$ cat config.mk
export PLATFORM = sky130hd
export DESIGN_NAME = branch_hazard_unit_flat
export DESIGN_NICKNAME = d
export VERILOG_FILES = /design/src/rtl/branch_hazard_unit_pkg.sv /design/src/rtl/branch_hazard_unit_if.sv /design/src/rtl/branch_hazard_unit_sat_counter16.sv /design/src/rtl/branch_hazard_unit.sv /design/src/flat_wrapper.sv
export SDC_FILE = /design/constraint.sdc
export NUM_CORES = 1
export LEC_CHECK = 0
export ABC_AREA = 1
export CAP_MARGIN = 25
export CORE_MARGIN = 1
export CORE_UTILIZATION = 26
export DETAILED_ROUTE_END_ITERATION = 7
export SETUP_SLACK_MARGIN = 0.5
export SLEW_MARGIN = 25
export SYNTH_ARGS = -nofsm -noshare
export SYNTH_HDL_FRONTEND = slang
export SYNTH_SLANG_ARGS = --single-unit
$ cat constraint.sdc
create_clock -name clk -period 5.11 [get_ports clk]
set_clock_uncertainty 0.15 [all_clocks]
set_input_delay 0.511 -clock clk [delete_from_list [all_inputs] [get_ports clk]]
set_output_delay 0.511 -clock clk [all_outputs]
set_load 0.01 [all_outputs]
$ cat src/rtl/branch_hazard_unit_pkg.sv
// Shared definitions for the branch hazard unit: FSM encodings, counter
// sizing and the hazard-depth rule used by the ID-stage branch logic.
package branch_hazard_unit_pkg;

   typedef enum logic {
      IDLE  = 1'b0,
      STALL = 1'b1
   } state_t;

   localparam int unsigned     CNT_W   = 16;
   localparam logic [CNT_W-1:0] CNT_SAT = 16'hFFFF;

   // A producer only matters if it writes a real register that the branch reads.
   function automatic logic reg_match(input logic [4:0] rd,
                                      input logic [4:0] rs,
                                      input logic [4:0] rt);
      return (rd != 5'd0) && ((rd == rs) || (rd == rt));
   endfunction

   // Number of bubbles needed before the branch operands can be compared in ID.
   function automatic logic [1:0] hazard_depth(input logic       id_ex_reg_write,
                                               input logic       id_ex_mem_read,
                                               input logic [4:0] id_ex_rd,
                                               input logic       ex_mem_mem_read,
                                               input logic [4:0] ex_mem_rd,
                                               input logic [4:0] rs,
                                               input logic [4:0] rt);
      logic id_hit;
      logic ex_hit;
      id_hit = reg_match(id_ex_rd, rs, rt);
      ex_hit = reg_match(ex_mem_rd, rs, rt);
      if (id_ex_mem_read && id_hit)
         return 2'd2;
      else if (id_ex_reg_write && id_hit)
         return 2'd1;
      else if (ex_mem_mem_read && ex_hit)
         return 2'd1;
      else
         return 2'd0;
   endfunction

endpackage

$ cat src/rtl/branch_hazard_unit_if.sv
// Pipeline-side signal bundle of the branch hazard unit.
interface branch_hazard_unit_if;
   import branch_hazard_unit_pkg::*;

   logic             cur_branch;
   logic             is_bne;
   logic [4:0]       IF_ID_rs;
   logic [4:0]       IF_ID_rt;
   logic             ID_EX_reg_write;
   logic             ID_EX_mem_read;
   logic [4:0]       ID_EX_rd;
   logic             EX_MEM_mem_read;
   logic [4:0]       EX_MEM_rd;
   logic             operands_equal;

   logic             pc_write;
   logic             IF_ID_write;
   logic             ID_EX_bubble;
   logic             pc_src;
   logic             IF_ID_flush;
   logic [CNT_W-1:0] stall_cycles;
   logic [CNT_W-1:0] taken_flushes;
   logic             state;

   modport master (
      output cur_branch, is_bne, IF_ID_rs, IF_ID_rt, ID_EX_reg_write,
             ID_EX_mem_read, ID_EX_rd, EX_MEM_mem_read, EX_MEM_rd, operands_equal,
      input  pc_write, IF_ID_write, ID_EX_bubble, pc_src, IF_ID_flush,
             stall_cycles, taken_flushes, state
   );

   modport slave (
      input  cur_branch, is_bne, IF_ID_rs, IF_ID_rt, ID_EX_reg_write,
             ID_EX_mem_read, ID_EX_rd, EX_MEM_mem_read, EX_MEM_rd, operands_equal,
      output pc_write, IF_ID_write, ID_EX_bubble, pc_src, IF_ID_flush,
             stall_cycles, taken_flushes, state
   );

endinterface

$ cat src/rtl/branch_hazard_unit_sat_counter16.sv
// Saturating event counter; holds at the saturation value instead of wrapping.
module sat_counter16
   import branch_hazard_unit_pkg::*;
(
   input  logic             clk,
   input  logic             rst,
   input  logic             inc,
   output logic [CNT_W-1:0] count
);

   // Count one event per cycle, sticking at full scale.
   always_ff @(posedge clk or posedge rst) begin
      if (rst)
         count <= '0;
      else if (inc && (count != CNT_SAT))
         count <= count + CNT_W'(1);
   end

endmodule

$ cat src/rtl/branch_hazard_unit.sv
// ID-stage branch hazard unit: stalls a beq/bne until its operands can be
// forwarded, then resolves it once and flushes IF/ID when taken.
//
//   state | meaning
//   IDLE  | evaluate branch: stall for N=1, enter STALL for N=2, else resolve
//   STALL | second bubble of a load-use branch; hazard inputs ignored
module branch_hazard_unit
   import branch_hazard_unit_pkg::*;
(
   input  logic                 clk,
   input  logic                 rst,
   branch_hazard_unit_if.slave  bus
);

   state_t     state_q;
   state_t     state_d;
   logic [1:0] remain_q;
   logic [1:0] remain_d;
   logic [1:0] depth;
   logic       stall;
   logic       taken;

   // State and remaining-bubble register; reset abandons any stall in progress.
   always_ff @(posedge clk or posedge rst) begin
      if (rst) begin
         state_q  <= IDLE;
         remain_q <= '0;
      end else begin
         state_q  <= state_d;
         remain_q <= remain_d;
      end
   end

   // Next state plus stall/resolve decision; outputs stay pass-through during reset.
   always_comb begin
      state_d  = state_q;
      remain_d = remain_q;
      stall    = 1'b0;
      taken    = 1'b0;
      depth    = hazard_depth(bus.ID_EX_reg_write, bus.ID_EX_mem_read, bus.ID_EX_rd,
                              bus.EX_MEM_mem_read, bus.EX_MEM_rd,
                              bus.IF_ID_rs, bus.IF_ID_rt);
      if (!rst) begin
         case (state_q)
            IDLE: begin
               if (bus.cur_branch) begin
                  if (depth != 2'd0) begin
                     stall = 1'b1;
                     if (depth == 2'd2) begin
                        state_d  = STALL;
                        remain_d = 2'd1;
                     end
                  end else begin
                     taken = bus.operands_equal ^ bus.is_bne;
                  end
               end
            end
            STALL: begin
               stall    = 1'b1;
               remain_d = (remain_q == 2'd0) ? 2'd0 : remain_q - 2'd1;
               state_d  = (remain_d == 2'd0) ? IDLE : STALL;
            end
            default: begin
               state_d  = IDLE;
               remain_d = '0;
            end
         endcase
      end
   end

   // Pipeline control derived from the stall/resolve decision.
   always_comb begin
      bus.pc_write     = ~stall;
      bus.IF_ID_write  = ~stall;
      bus.ID_EX_bubble = stall;
      bus.pc_src       = taken;
      bus.IF_ID_flush  = taken;
      bus.state        = state_q;
   end

   sat_counter16 u_stall_cnt (
      .clk   (clk),
      .rst   (rst),
      .inc   (stall),
      .count (bus.stall_cycles)
   );

   sat_counter16 u_flush_cnt (
      .clk   (clk),
      .rst   (rst),
      .inc   (taken),
      .count (bus.taken_flushes)
   );

endmodule

$ cat src/flat_wrapper.sv
// flat-port wrapper written by rule: the top's interface ports become plain ports
module branch_hazard_unit_flat import branch_hazard_unit_pkg::*;
  (clk, rst, bus_cur_branch, bus_is_bne, bus_IF_ID_rs, bus_IF_ID_rt, bus_ID_EX_reg_write, bus_ID_EX_mem_read, bus_ID_EX_rd, bus_EX_MEM_mem_read, bus_EX_MEM_rd, bus_operands_equal, bus_pc_write, bus_IF_ID_write, bus_ID_EX_bubble, bus_pc_src, bus_IF_ID_flush, bus_stall_cycles, bus_taken_flushes, bus_state);
  branch_hazard_unit_if bus_i ();
  input  logic clk;
  input  logic rst;
  input wire logic [$bits(bus_i.cur_branch)-1:0] bus_cur_branch;
  input wire logic [$bits(bus_i.is_bne)-1:0] bus_is_bne;
  input wire logic [$bits(bus_i.IF_ID_rs)-1:0] bus_IF_ID_rs;
  input wire logic [$bits(bus_i.IF_ID_rt)-1:0] bus_IF_ID_rt;
  input wire logic [$bits(bus_i.ID_EX_reg_write)-1:0] bus_ID_EX_reg_write;
  input wire logic [$bits(bus_i.ID_EX_mem_read)-1:0] bus_ID_EX_mem_read;
  input wire logic [$bits(bus_i.ID_EX_rd)-1:0] bus_ID_EX_rd;
  input wire logic [$bits(bus_i.EX_MEM_mem_read)-1:0] bus_EX_MEM_mem_read;
  input wire logic [$bits(bus_i.EX_MEM_rd)-1:0] bus_EX_MEM_rd;
  input wire logic [$bits(bus_i.operands_equal)-1:0] bus_operands_equal;
  output wire logic [$bits(bus_i.pc_write)-1:0] bus_pc_write;
  output wire logic [$bits(bus_i.IF_ID_write)-1:0] bus_IF_ID_write;
  output wire logic [$bits(bus_i.ID_EX_bubble)-1:0] bus_ID_EX_bubble;
  output wire logic [$bits(bus_i.pc_src)-1:0] bus_pc_src;
  output wire logic [$bits(bus_i.IF_ID_flush)-1:0] bus_IF_ID_flush;
  output wire logic [$bits(bus_i.stall_cycles)-1:0] bus_stall_cycles;
  output wire logic [$bits(bus_i.taken_flushes)-1:0] bus_taken_flushes;
  output wire logic [$bits(bus_i.state)-1:0] bus_state;
  assign bus_i.cur_branch = bus_cur_branch;
  assign bus_i.is_bne = bus_is_bne;
  assign bus_i.IF_ID_rs = bus_IF_ID_rs;
  assign bus_i.IF_ID_rt = bus_IF_ID_rt;
  assign bus_i.ID_EX_reg_write = bus_ID_EX_reg_write;
  assign bus_i.ID_EX_mem_read = bus_ID_EX_mem_read;
  assign bus_i.ID_EX_rd = bus_ID_EX_rd;
  assign bus_i.EX_MEM_mem_read = bus_EX_MEM_mem_read;
  assign bus_i.EX_MEM_rd = bus_EX_MEM_rd;
  assign bus_i.operands_equal = bus_operands_equal;
  assign bus_pc_write = bus_i.pc_write;
  assign bus_IF_ID_write = bus_i.IF_ID_write;
  assign bus_ID_EX_bubble = bus_i.ID_EX_bubble;
  assign bus_pc_src = bus_i.pc_src;
  assign bus_IF_ID_flush = bus_i.IF_ID_flush;
  assign bus_stall_cycles = bus_i.stall_cycles;
  assign bus_taken_flushes = bus_i.taken_flushes;
  assign bus_state = bus_i.state;
  branch_hazard_unit u_core (.clk(clk), .rst(rst), .bus(bus_i));
endmodule
==> results.json <==
{
  "drt_wl_total_um": 7080,
  "cts_root_buf": "clkbuf_8",
  "path_common_cell": "clkdlybuf4s50_1",
  "viasPerCell": 4.62,
  "worst_setup_path_end_kind": "output pin",
  "cap_violations": 0,
  "period_needed_ps": 3470,
  "clock-sinks": 35,
  "path_delay_family": "buffers and inverters",
  "hold_ws_ps": 374,
  "p_leak_nw": 1.70,
  "drive_gt1_frac": 0.114,
  "crit_type": "input pin to output pin",
  "reg2reg_from": "u_core.u_flush_cnt.count[0]$_DFFE_PP0P_",
  "overflow": 0,
  "fin_nets": 468,
  "worstHoldEndpoint": "u_core.remain_q[0]$_DFFE_PP0P_",
  "critPathBufInv": 2,
  "antenna_found_initial": 0,
  "regToRegSetupSlack_ps": 2890,
  "chipWidth_um": 105,
  "synthCells": 374,
  "hp-start": "u_core.remain_q[0]$_DFFE_PP0P_",
  "grt_use_total": 0.135,
  "dieHeight_um": 105,
  "cts_tree": "built",
  "path_cells": "clkdlybuf4s50_1 > nor2_1 > o21ai_0 > a21oi_2 > nor3b_1 > clkdlybuf4s50_1",
  "place_congestion": 0.947,
  "antenna_cells": 0,
  "synth-seq-cells": 35,
  "grt_max_degree": 36,
  "cts_buffers": 5,
  "critPathArrivalTime_ps": 2810,
  "ir_worst_vdd_mv": 0.171,
  "layout_commonest_cell": "nand2_1",
  "vias": 2656,
  "core_area_sq_um": 10300,
  "cp-start-kind": "input pin",
  "required_ps": 4450,
  "period_share": 0.680,
  "grt_pass1_vias": 2663,
  "setup_viol": 0,
  "tightest_slew_ps": 851,
  "switching_power_mw": 0.273,
  "grt_pass1_wl_um": 12300,
  "power_density_nw_per_um2": 220,
  "p_int_mw": 0.519,
  "ant_nets": 0,
  "io_buffers": 65,
  "dp_hpwl_um": 5370,
  "cts-htree-levels": 2,
  "remaining_drc_errors": 0,
  "cts_resized": 0,
  "critical-path-max-stage-delay_ps": 640,
  "cp_max_fo": 18,
  "syn2layout_area_growth_pct": 30.5,
  "rsz0062_at_grt": "false",
  "reg2reg_depth": 9,
  "r2r-end": "u_core.u_flush_cnt.count[12]$_DFFE_PP0P_",
  "fmax_ghz": 0.288,
  "status": "finished clean",
  "cpMaxStageDelayCell": "a21oi_2",
  "share_seq_of_total_power": 0.448,
  "swShare": 0.345,
  "finalHoldViolCount": 0,
  "wl_per_cell_um": 12.3,
  "num_rows": 37,
  "cts_buffer_depth": 2,
  "fin_setup_tns_ps": 0,
  "p_comb_frac": 0.303,
  "synth_area_sq_um": 2760,
  "final_cell_mix": "nand2_1 (117), clkdlybuf4s50_1 (65), nand4_1 (35), dfrtp_1 (35), inv_1 (32)",
  "holdPathStages": 2,
  "dieArea_sq_um": 11000,
  "yosysSeqAreaShare": 0.318,
  "drt_first_pass_iters": 4,
  "drv_slew": 0,
  "syn_nets": 404,
  "clkTransAtPathRegs_ps": 70,
  "slew_headroom": 0.433,
  "ys_types": 35,
  "p_clk_frac": 0.249,
  "syn_area_per_cell_sq_um": 7.37,
  "yosys_warnings": 0,
  "ios": 66,
  "insertion_delay_ps": 290,
  "initial_core_util": 0.267,
  "cts_setup_buffers": 0,
  "drt-initial-drc-count": 78,
  "holdCritPathClass": "register to register",
  "cts-hold-fix-buffers": 0
}
worst reg2reg max path, delay by kind of cell (launching register included):
| kind | cells | cell delay [ps] |
|---|---|---|
| and+or+nand+nor | 7 | 1250 |
| DFF | 1 | 420 |
| adders and majority gates | 1 | 240 |
| buffers and inverters | 1 | 100 |
worst max path at each step:
stage	from	slack [ps]	cells past startpoint	end
after detailed placement	rst	1620	6	bus_IF_ID_flush
after global placement	bus_cur_branch	1710	7	bus_pc_src
after global routing	rst	1470	6	bus_IF_ID_flush
final	rst	1640	6	bus_IF_ID_flush
after CTS	rst	1620	6	bus_IF_ID_flush
after floorplan	bus_IF_ID_rs[2]	2800	13	bus_pc_write
logic make-up (layout without fill, tap and decap cells):
| logic type | after synthesis | count (layout) | synth area share |
|---|---|---|---|
| compound gates | 9 | 9 | 0.0200 |
| xor+xnor | 37 | 37 | 0.118 |
| fa+ha+maj | 2 | 2 | 0.00907 |
| buf+inv | 54 | 119 | 0.0885 |
| flops | 35 | 35 | 0.318 |
| simple gates | 237 | 237 | 0.447 |
per-stage QoR:
step | setup WS (ps) | power, mW | utilization | instances | cell area, sq um
after floorplan | 2800 | 0.486 | - | 374 | 2760
after global routing | 1470 | 0.845 | 0.349 | 575 | 3600
after detailed placement | 1620 | 0.603 | 0.341 | 567 | 3520
after CTS | 1620 | 0.801 | 0.349 | 575 | 3600
after global placement | 1710 | 0.595 | 0.341 | 567 | 3520
final | 1640 | 0.792 | 0.349 | 575 | 3600
state kept, by name (all words and copies together), names as in the netlist:
signal and flops:
u_core.u_flush_cnt.count 16, u_core.remain_q 2, u_core.u_stall_cnt.count 16, u_core.bus.state 1
cell usage after synthesis:
library cell	count	area, sq um
nand2_1	117	439
dfrtp_1	35	876
nand4_1	35	219
inv_1	32	120
nor2_1	29	109
xor2_1	20	175
nand3_1	17	85.1
xnor2_1	17	149
nand2_2	12	75.1
inv_2	10	37.5
nor3_1	7	35.0
o21ai_0	4	20.0
buf_2	3	15.0
buf_4	3	22.5
nand3_2	3	30.0
nor3_4	3	48.8
a21oi_1	2	10.0
a21oi_2	2	17.5
clkbuf_1	2	7.51
ha_1	2	25.0
nand2_4	2	22.5
nand3_4	2	35.0
nand4_4	2	42.5
nor3_2	2	20.0
buf_12	1	20.0
buf_6	1	11.3
clkinv_1	1	3.75
inv_4	1	6.26
nand2_8	1	20.0
nand3b_1	1	7.51
nor2_4	1	11.3
nor2_8	1	20.0
nor3b_1	1	7.51
nor4_1	1	6.26
o31ai_1	1	7.51
layer usage:
layer / track usage / routed length (um) / part of all wire
met1: 0.161 / 3190 / 0.45
met2: 0.248 / 3660 / 0.52
met3: 0.0262 / 194 / 0.027
met4: 0.0292 / 47 / 0.0066
met5: 0 / 0 / 0
power groups by stage:
stage	clock, mW	combinational, mW	sequential, mW
final	0.197	0.240	0.355
after global routing	0.216	0.266	0.363
after CTS	0.203	0.243	0.355
after detailed placement	0	0.242	0.360
after global placement	0	0.237	0.358
after floorplan	0	0.124	0.363
cell type report:
| cell class | count | area [sq um] |
|---|---|---|
| Multi-Input combinational cell | 285 | 1640 |
| Fill cell | 1075 | 6730 |
| Timing Repair Buffer | 67 | 666 |
| Sequential cell | 35 | 876 |
| Clock inverter | 1 | 5.00 |
| Tap cell | 136 | 170 |
| Inverter | 44 | 168 |
| Clock buffer | 7 | 76.3 |
Power figures use the tool's default switching activity.
